<file path="src/rtl/stopwatch_ctrl.sv">
// stopwatch_ctrl
// Control sequencer for the stopwatch counter and its 7-segment display.
// The four raw buttons are synchronised, debounced and turned into one-cycle
// press events. The events drive a run/pause/lap state machine that also owns
// the 1 Hz prescaler.
//
// Ports
//   clk          system clock (single domain)
//   rst_n        synchronous active-low reset
//   start_btn    raw start button, asynchronous, active-high
//   stop_btn     raw stop button, asynchronous, active-high
//   lap_btn      raw lap button, asynchronous, active-high
//   clr_btn      raw clear button, asynchronous, active-high
//   cnt_max      counter currently reads 59:59
//   cnt_en       one-cycle count-increment pulse
//   cnt_clr      one-cycle counter clear pulse
//   disp_freeze  display holds its last value while high
//   running      high in RUN or LAP
//   state        IDLE=00, RUN=01, PAUSE=10, LAP=11
//   ovf          sticky saturation flag
module stopwatch_ctrl #(
    parameter int TICK_DIV   = 10000000,
    parameter int DEB_CYCLES = 200000
) (
    input  logic       clk,
    input  logic       rst_n,
    input  logic       start_btn,
    input  logic       stop_btn,
    input  logic       lap_btn,
    input  logic       clr_btn,
    input  logic       cnt_max,
    output logic       cnt_en,
    output logic       cnt_clr,
    output logic       disp_freeze,
    output logic       running,
    output logic [1:0] state,
    output logic       ovf
);

    localparam int PW = $clog2(TICK_DIV);
    localparam int DW = $clog2(DEB_CYCLES);
    localparam logic [PW-1:0] PRE_MAX = PW'(TICK_DIV - 1);
    localparam logic [DW-1:0] DEB_MAX = DW'(DEB_CYCLES - 1);

    // Button bit order: 0=start, 1=stop, 2=lap, 3=clr
    localparam int B_START = 0;
    localparam int B_STOP  = 1;
    localparam int B_LAP   = 2;
    localparam int B_CLR   = 3;

    typedef enum logic [1:0] {
        IDLE  = 2'b00,
        RUN   = 2'b01,
        PAUSE = 2'b10,
        LAP   = 2'b11
    } state_e;

    logic [3:0]    btn_raw;
    logic [3:0]    sync1_q, sync2_q;
    logic [3:0]    deb_q, deb_d;
    logic [3:0]    deb_dly_q;
    logic [3:0]    evt_q, evt_d;
    logic [DW-1:0] deb_cnt_q [4];
    logic [DW-1:0] deb_cnt_d [4];

    state_e        state_q, state_d;
    logic [PW-1:0] pre_q, pre_d;
    logic          cnt_en_q, cnt_en_d;
    logic          cnt_clr_q, cnt_clr_d;
    logic          freeze_q, freeze_d;
    logic          running_q, running_d;
    logic          ovf_q, ovf_d;

    logic is_run, is_rest;
    logic do_clr, do_stop, do_start, do_lap;

    assign btn_raw = {clr_btn, lap_btn, stop_btn, start_btn};

    // Debounce: the synced value must disagree with the debounced value for
    // DEB_CYCLES consecutive cycles; any return to agreement restarts the count.
    always_comb begin
        for (int i = 0; i < 4; i++) begin
            deb_d[i]     = deb_q[i];
            deb_cnt_d[i] = deb_cnt_q[i];
            if (sync2_q[i] == deb_q[i]) begin
                deb_cnt_d[i] = '0;
            end else if (deb_cnt_q[i] == DEB_MAX) begin
                deb_d[i]     = sync2_q[i];
                deb_cnt_d[i] = '0;
            end else begin
                deb_cnt_d[i] = deb_cnt_q[i] + 1'b1;
            end
        end
        // Rising edge of the debounced level; registered so the FSM sees a
        // clean one-cycle pulse.
        evt_d = deb_q & ~deb_dly_q;
    end

    // Only events meaningful in the current state qualify; priority is then
    // clr > stop > start > lap among the qualified ones.
    assign is_run   = (state_q == RUN) || (state_q == LAP);
    assign is_rest  = (state_q == IDLE) || (state_q == PAUSE);
    assign do_clr   = evt_q[B_CLR] && is_rest;
    assign do_stop  = evt_q[B_STOP] && is_run;
    assign do_start = evt_q[B_START] && is_rest && !ovf_q;
    assign do_lap   = evt_q[B_LAP] && is_run;

    always_comb begin
        state_d   = state_q;
        pre_d     = pre_q;
        cnt_en_d  = 1'b0;
        cnt_clr_d = 1'b0;
        ovf_d     = ovf_q;

        if (do_clr) begin
            state_d   = IDLE;
            cnt_clr_d = 1'b1;
            ovf_d     = 1'b0;
            pre_d     = '0;
        end else if (do_stop) begin
            // A stop on the tick edge suppresses the tick and keeps pre.
            state_d = PAUSE;
            if (pre_q != PRE_MAX) begin
                pre_d = pre_q + 1'b1;
            end
        end else begin
            if (do_start) begin
                state_d = RUN;
            end else if (do_lap) begin
                state_d = (state_q == LAP) ? RUN : LAP;
            end
            if (is_run) begin
                if (pre_q == PRE_MAX) begin
                    pre_d = '0;
                    if (cnt_max) begin
                        // Saturated: halt instead of wrapping past 59:59.
                        state_d = PAUSE;
                        ovf_d   = 1'b1;
                    end else begin
                        cnt_en_d = 1'b1;
                    end
                end else begin
                    pre_d = pre_q + 1'b1;
                end
            end
        end

        if (state_q == IDLE) begin
            pre_d = '0;
        end

        freeze_d  = (state_d == LAP);
        running_d = (state_d == RUN) || (state_d == LAP);
    end

    always_ff @(posedge clk) begin
        if (!rst_n) begin
            sync1_q   <= '0;
            sync2_q   <= '0;
            deb_q     <= '0;
            deb_dly_q <= '0;
            evt_q     <= '0;
            for (int i = 0; i < 4; i++) begin
                deb_cnt_q[i] <= '0;
            end
            state_q   <= IDLE;
            pre_q     <= '0;
            cnt_en_q  <= 1'b0;
            cnt_clr_q <= 1'b0;
            freeze_q  <= 1'b0;
            running_q <= 1'b0;
            ovf_q     <= 1'b0;
        end else begin
            sync1_q   <= btn_raw;
            sync2_q   <= sync1_q;
            deb_q     <= deb_d;
            deb_dly_q <= deb_q;
            evt_q     <= evt_d;
            for (int i = 0; i < 4; i++) begin
                deb_cnt_q[i] <= deb_cnt_d[i];
            end
            state_q   <= state_d;
            pre_q     <= pre_d;
            cnt_en_q  <= cnt_en_d;
            cnt_clr_q <= cnt_clr_d;
            freeze_q  <= freeze_d;
            running_q <= running_d;
            ovf_q     <= ovf_d;
        end
    end

    assign cnt_en      = cnt_en_q;
    assign cnt_clr     = cnt_clr_q;
    assign disp_freeze = freeze_q;
    assign running     = running_q;
    assign state       = state_q;
    assign ovf         = ovf_q;

endmodule

</file>
<file path="config.mk">
export PLATFORM = sky130hd
export DESIGN_NAME = stopwatch_ctrl
export DESIGN_NICKNAME = d
export VERILOG_FILES = /design/src/rtl/stopwatch_ctrl.sv
export SDC_FILE = /design/constraint.sdc
export NUM_CORES = 1
export LEC_CHECK = 0
export BUFFER_PORTS_ARGS = -buffer_cell sky130_fd_sc_hd__buf_2
export CORE_MARGIN = 4
export CORE_UTILIZATION = 45
export CTS_CLUSTER_SIZE = 24
export DETAILED_ROUTE_END_ITERATION = 10
export GPL_ROUTABILITY_DRIVEN = 0
export HOLD_SLACK_MARGIN = 0.02
export PLACE_DENSITY = 0.61
export REMOVE_ABC_BUFFERS = 1
export SETUP_SLACK_MARGIN = 0.4
export SLEW_MARGIN = 20
export SYNTH_ARGS = -nofsm -noshare
export SYNTH_HDL_FRONTEND = slang
export SYNTH_SLANG_ARGS = --single-unit
</file>
<file path="constraint.sdc">
create_clock -name clk -period 3.95 [get_ports clk]
set_clock_uncertainty 0.05 [all_clocks]
set_input_delay 0.79 -clock clk [delete_from_list [all_inputs] [get_ports clk]]
set_output_delay 0.79 -clock clk [all_outputs]
set_load 0.1 [all_outputs]
</file>
==> impl_results.md, run 1 <==
* PnR worst setup slack at 1490 ps
* Cell Pwr Density at between 400 and 500 mW/mm²
* Layout cell share with drive strength beyond 1 at 0.0893
* Initial antenna violation count at 1
* Ranking of synthesized cells by area: dfxtp_1 45%, xor2_1 4.7%, nand4_1 4.0%, nor2_1 3.7%, a21oi_1 3.5%
* Post-CTS Hold Fix Bufs at 0
* Mapped Area at between 0.005 and 0.006 mm²
* RSZ-0062 raised after global routing: false
* EDFF count, synth at 0
* Maximum fanout along the worst path at 19
* Critical path's largest stage delay at 680 ps
* CTS Buf Count at 17
* Lkg Pwr at 1.98 nW
* Crit-path cells: buf_2
* CTS max path bufs at 2
* DR DRC count at 0
* Die Area at between 0.01 and 0.015 mm²
* Inst Count DP at 749
* Reg2Reg Depth at 5
* Post-cts sizing count at 0
* F_max at about 410 MHz
* WP depth at 1
* Comb pwr share at 0.008
* Max Used Layer: met5
* Startpoint types: register
* Placed Area at 0.00561 mm²
* Arrival time at the worst endpoint at 1620 ps
* I/O pin total at 14
* Worst slew pin tran at 799 ps
* Metal-1 WL at 5.34 mm
* Max-cap violations at 0
* Worst min path class: register to register
* Synth area leader: dfxtp_1
* Gr ovfl total at 0
* Worst R2R End: deb_cnt_q[3][3]
* Layout overhead on the synthesized area at 15.0%
* Multi-input logic area at 0.00280 mm²
* Die Wd at 118 µm
* Final period util at 0.623
* DR WL/cell at 13.9 µm
* Via density at 5.71
* Metal3 WL at 439 µm
* Core Region at around 0.012 mm²
* Flop2flop setup slack at 1730 ps
* Register share of total power at 0.429
* PortBufs at 13
* Critical path origin: state[0]
* H-Tree Depth at 4
* Slew Viols, Final at 0
* Register area share after synthesis at 0.451
* Antenna cells at 0
* Count leader, synth: dfxtp_1
* Synth cell count leaders: 122 x dfxtp_1, 54 x nor2_1, 38 x a21oi_1
* Filler Cells Inserted at around 1000
* Initial DRC count at roughly 330
* Final Cell Area at between 0.006 and 0.007 mm²
* Yosys Warn Count at 0
* Largest delay contributor family on the critical path: flip-flops
* Top_reg_cell synth: dfxtp_1
* Syn avg cell area at around 8.9 µm²
* Worst vdd ir at 0.330 mV
* Routed wl met2 at 4.99 mm
* Largest net degree at the start of global routing at 28
* Synthesis-stage register bit count at 122
* DIE HEIGHT at 118 µm
* Post-DP HPWL at 7.24 mm
* Rel. slew slack at 0.466
* Cell Int Power at approximately 2.3 mW
* Net Sw Power at 0.585 mW
* Worst setup EP type: primary output
* Sw frac at 0.203
* GR Util All Layers at 0.162
* Vias at ~4500
* Cell row count at 39
* Vias in the first global route at 4267
* Final Hold Fails at 0
* Crit path to: running
* Reg-to-reg startpoint: deb_cnt_q[3][0]
* Final ANT Viol Nets at 0
* Sequential cell area at 0.00244 mm²
* Post-synthesis cell type count at between 40 and 50
* Detailed-router iteration count before antenna repair at 5
* Root buffer selected by CTS: clkbuf_16
* Mapped Cells at 610
* Final hold slack at 339 ps
* Tmin final at between 2000 and 2500 ps
* Post-CTS Repair Setup Buffers at 0
* Crit path required time at 3110 ps
* Clock sinks at 122
* First-pass GRT wire length at between 15 and 20 mm
* Skew-Pair Late Insertion Delay at 410 ps
* Post-synth ARST share at 0
* # setup viols final at 0
* Starting density of the core at 0.466
* Final net count at 637
* Post-Route WL at ~11 mm
* CTS tree: done
* Critical path start-end classification: register to primary output
* Clock share of power at 0.563
* Status: finished clean
* Count of non-filler cells in the finished layout at 781
* Slowest CP cell: dfxtp_1
* Final setup TNS at 0 ps
* Power Total at 2.89 mW
* Core Util, Final at 0.537
* Worst slack, placed at 1630 ps
* Clk pin slew, worst setup/hold paths at around 60 ps
* Critical path buffers and inverters at 1
* Yosys top cell area share at 0.451
==> logic make-up (layout without fill, tap and decap cells) <==
group                    after synthesis  count (layout)  synth area share
flip-flops                           122             122             0.451
AND/OR/NAND/NOR                      277             277             0.292
multiplexers                           4               4           0.00739
AO/OA/AOI/OAI                        108             108             0.127
buffers and inverters                 45              73            0.0326
adder cells (fa/ha/maj)                5               5            0.0115
XOR/XNOR                              49              49            0.0792
==> flip-flops by register name, summed over array words and instances (netlist names) <==
signal,cells
cnt_clr,1
cnt_en,1
deb_cnt_q,72
deb_dly_q,4
deb_q,4
disp_freeze,1
evt_q,4
ovf,1
pre_q,24
state,2
sync1_q,4
sync2_q,4
==> layout make-up <==
class | count | share of cell area
clock buffers | 18 | 0.0689
clock inverters | 14 | 0.0315
inverters | 24 | 0.0145
multi-input cells | 443 | 0.449
flip-flops and latches | 122 | 0.392
well taps | 143 | 0.0287
repair buffers | 17 | 0.0153
==> worst min-delay path by stage <==
stage                     slack, ps       end  cells past startpoint          from
after global routing            350  evt_q[2]                      1  deb_dly_q[2]
after floorplan                 320  evt_q[0]                      1  deb_dly_q[0]
final                           340  evt_q[2]                      1  deb_dly_q[2]
after global placement          320  evt_q[0]                      1  deb_dly_q[0]
after CTS                       340  evt_q[2]                      1  deb_dly_q[2]
after detailed placement        320  evt_q[1]                      1  deb_dly_q[1]
==> power groups by stage <==
stage / combinational, mW / clock, mW / sequential [mW]
finish: 0.0224 / 1.63 / 1.24
global placement: 0.0219 / 0 / 1.26
detailed placement: 0.0225 / 0 / 1.27
floorplan: 0.0112 / 0 / 1.26
global route: 0.0256 / 1.71 / 1.24
CTS: 0.0227 / 1.66 / 1.24
==> layout by cell type (no fill, tap or decap), drive strengths merged, types with 17 or more instances in the layout <==
master and instances:
and2 20, xnor2 20, nand2 33, nand4 35
nand3 30, xor2 29, nor2 54, or4 20
a21oi 38, dfxtp 122, buf 17, o21ai 20
inv 26, clkbuf 18, o31ai 22
==> per-layer routing <==
layer  up-vias  GRT usage
li1       2259          -
met1      2115      0.200
met2        76      0.261
met3         8     0.0557
met4         2     0.0645
met5         -          0
Power figures use the tool's default switching activity.
==> inputs of run 2 (changes only) <==
ABC_AREA = 1   (was unset)
PLACE_DENSITY = 0.63   (was 0.61)
clock period = 2.1 ns   (was 3.95 ns; I/O delays follow)
==> impl_results.md, run 2 <==
* Die Wd at between 100 and 150 µm
* Worst vdd ir at around 0.53 mV
* PnR worst setup slack at 454 ps
* Crit path required time at 1630 ps
* Commonest non-fill, non-tap cell in the layout: nand2_1
* CTS max path bufs at 2
* Gr ovfl total at 0
* GR Util All Layers at 0.170
* Slew Viols, Final at 0
* Syn avg cell area at 6.67 µm²
* CTS tree: done
* Tmin final at 1650 ps
* Worst slack, placed at 147 ps
* Inst Count DP at 1096
* Arrival time at the worst endpoint at 1180 ps
* Final Hold Fails at 0
* Detailed-router iteration count before antenna repair at 6
* Post-DP HPWL at 9.13 mm
* Via density at just under 5
* Critical path start-end classification: register to primary output
* F_max at 607 MHz
* Most frequent cells in the layout: 212 x nand2_1, 142 x nor2_1, 133 x inv_1
* Core Region at 0.0133 mm²
* Largest reg by FF count: deb_cnt_q
* Maximum fanout along the worst path at 14
* Mapped Area at 0.00612 mm²
* Final ANT Viol Nets at 0
* Placed Area at 0.00635 mm²
* Cell row count at between 40 and 50
* Initial DRC count at 397
* Largest registers: deb_cnt_q: 72 flops, pre_q: 24 flops
* Worst min path class: input pin to register
* Max reg flops at 72
* DR WL/cell at 11.7 µm
* I/O pin total at 14
* Synthesis-stage register bit count at 122
* Post-CTS Hold Fix Bufs at 0
* First-pass GRT wire length at approximately 22 mm
* Initial antenna violation count at 0
* Max-cap violations at 0
* Mapped Cells at 918
* Worst slew pin tran at 498 ps
* Yosys Warn Count at 0
* Largest net degree at the start of global routing at 27
* Final setup TNS at 0 ps
* DIE HEIGHT at 125 µm
* Register area share after synthesis at 0.399
* Startpoint types: register
* Skew-Pair Late Insertion Delay at between 400 and 500 ps
* EDFF count, synth at 0
* Rel. slew slack at 0.670
* Post-synth ARST share at 0
* Worst setup EP type: primary output
* Cell Pwr Density at 710 mW/mm²
* Layout cell share with drive strength beyond 1 at 0.150
* Vias at 5558
* Die Area at 0.0155 mm²
* Final net count at 966
* Starting density of the core at 0.460
* Layout overhead on the synthesized area at 20.3%
* Count leader, synth: nand2_1
* Synth cell count leaders: 218 x nand2_1, 154 x nor2_1, 135 x inv_1
* Clk pin slew, worst setup/hold paths at roughly 60 ps
* Synth area leader: dfxtp_1
* Ranking of synthesized cells by area: dfxtp_1 40%, nand2_1 13%, nor2_1 9.4%, inv_1 8.3%, nand3_1 5.3%
* Power Total at 5.23 mW
* Core Util, Final at 0.554
* Post-synthesis cell type count at 33
* PortBufs at 13
* CTS Buf Count at 17
* Final Cell Area at approximately 0.0074 mm²
* Vias in the first global route at 4935
* Yosys top cell area share at 0.399
* Final hold slack at 141 ps
* Root buffer selected by CTS: clkbuf_16
* Count of non-filler cells in the finished layout at roughly 1100
* Status: finished clean
* Post-Route WL at 13.4 mm
* H-Tree Depth at 4
* DR DRC count at 0
* Antenna cells at 0
* # setup viols final at 0
* Top_reg_cell synth: dfxtp_1
* Clock sinks at 122
* Final period util at 0.784
* RSZ-0062 raised after global routing: true
* Lkg Pwr at 2.87 nW
-- run 2: path summary, 6_finish.rpt --
path | start | end | slack, ps | depth (start not counted)
worst min register to register | deb_dly_q[2] | evt_q[2] | 330 | 1
worst min-delay path | stop_btn | sync1_q[1] | 140 | 3
worst max register to register | pre_q[1] | pre_q[23] | 500 | 10
worst max-delay path | state[0] | state[0] | 450 | 2
-- run 2: timing repair --
action / CTS / global route
pin swaps: 1 / 16
resized for setup: 20 / 57
setup endpoints to repair: 84 / 94
gates cloned: 1 / 2
setup buffers: 0 / 12
endpoints found under the hold margin: 0 / 0
-- run 2: layer usage --
layer,track usage,routed length [µm],up-vias
met2,0.273,6130,105
met1,0.222,6470,2488
met4,0.0548,164,0
met5,0,0,-
li1,-,-,2950
met3,0.0493,588,15
-- run 2: power breakdown --
part           switching (mW)  internal, mW  leakage (nW)
clock                    1.04          1.80         0.279
sequential            0.00587          2.32         0.990
combinational          0.0326        0.0193          1.60
total                    1.08          4.14          2.87
-- run 2: cell type report --
type                    instances  area [µm²]
clock inverters                11         120
inverters                     140         547
multi-input cells             641        3260
flip-flops and latches        122        2460
fillers                      1278        5930
well taps                     176         220
repair buffers                 31         282
repair inverters                1        7.51
clock buffers                  21         460
-- run 2: critical path, cell delays in order, from the launching register on --
cell,delay (ps)
dfxtp_2,400
buf_12,170
buf_12,180
-- run 2: kinds of logic (layout without fill, tap and decap cells) --
family	after synthesis	in the layout	synth area share
buf+inv	156	204	0.105
compound gates	65	65	0.0566
xor+xnor	32	32	0.0458
simple gates	538	539	0.383
fa+ha+maj	5	5	0.0102
flops	122	122	0.399
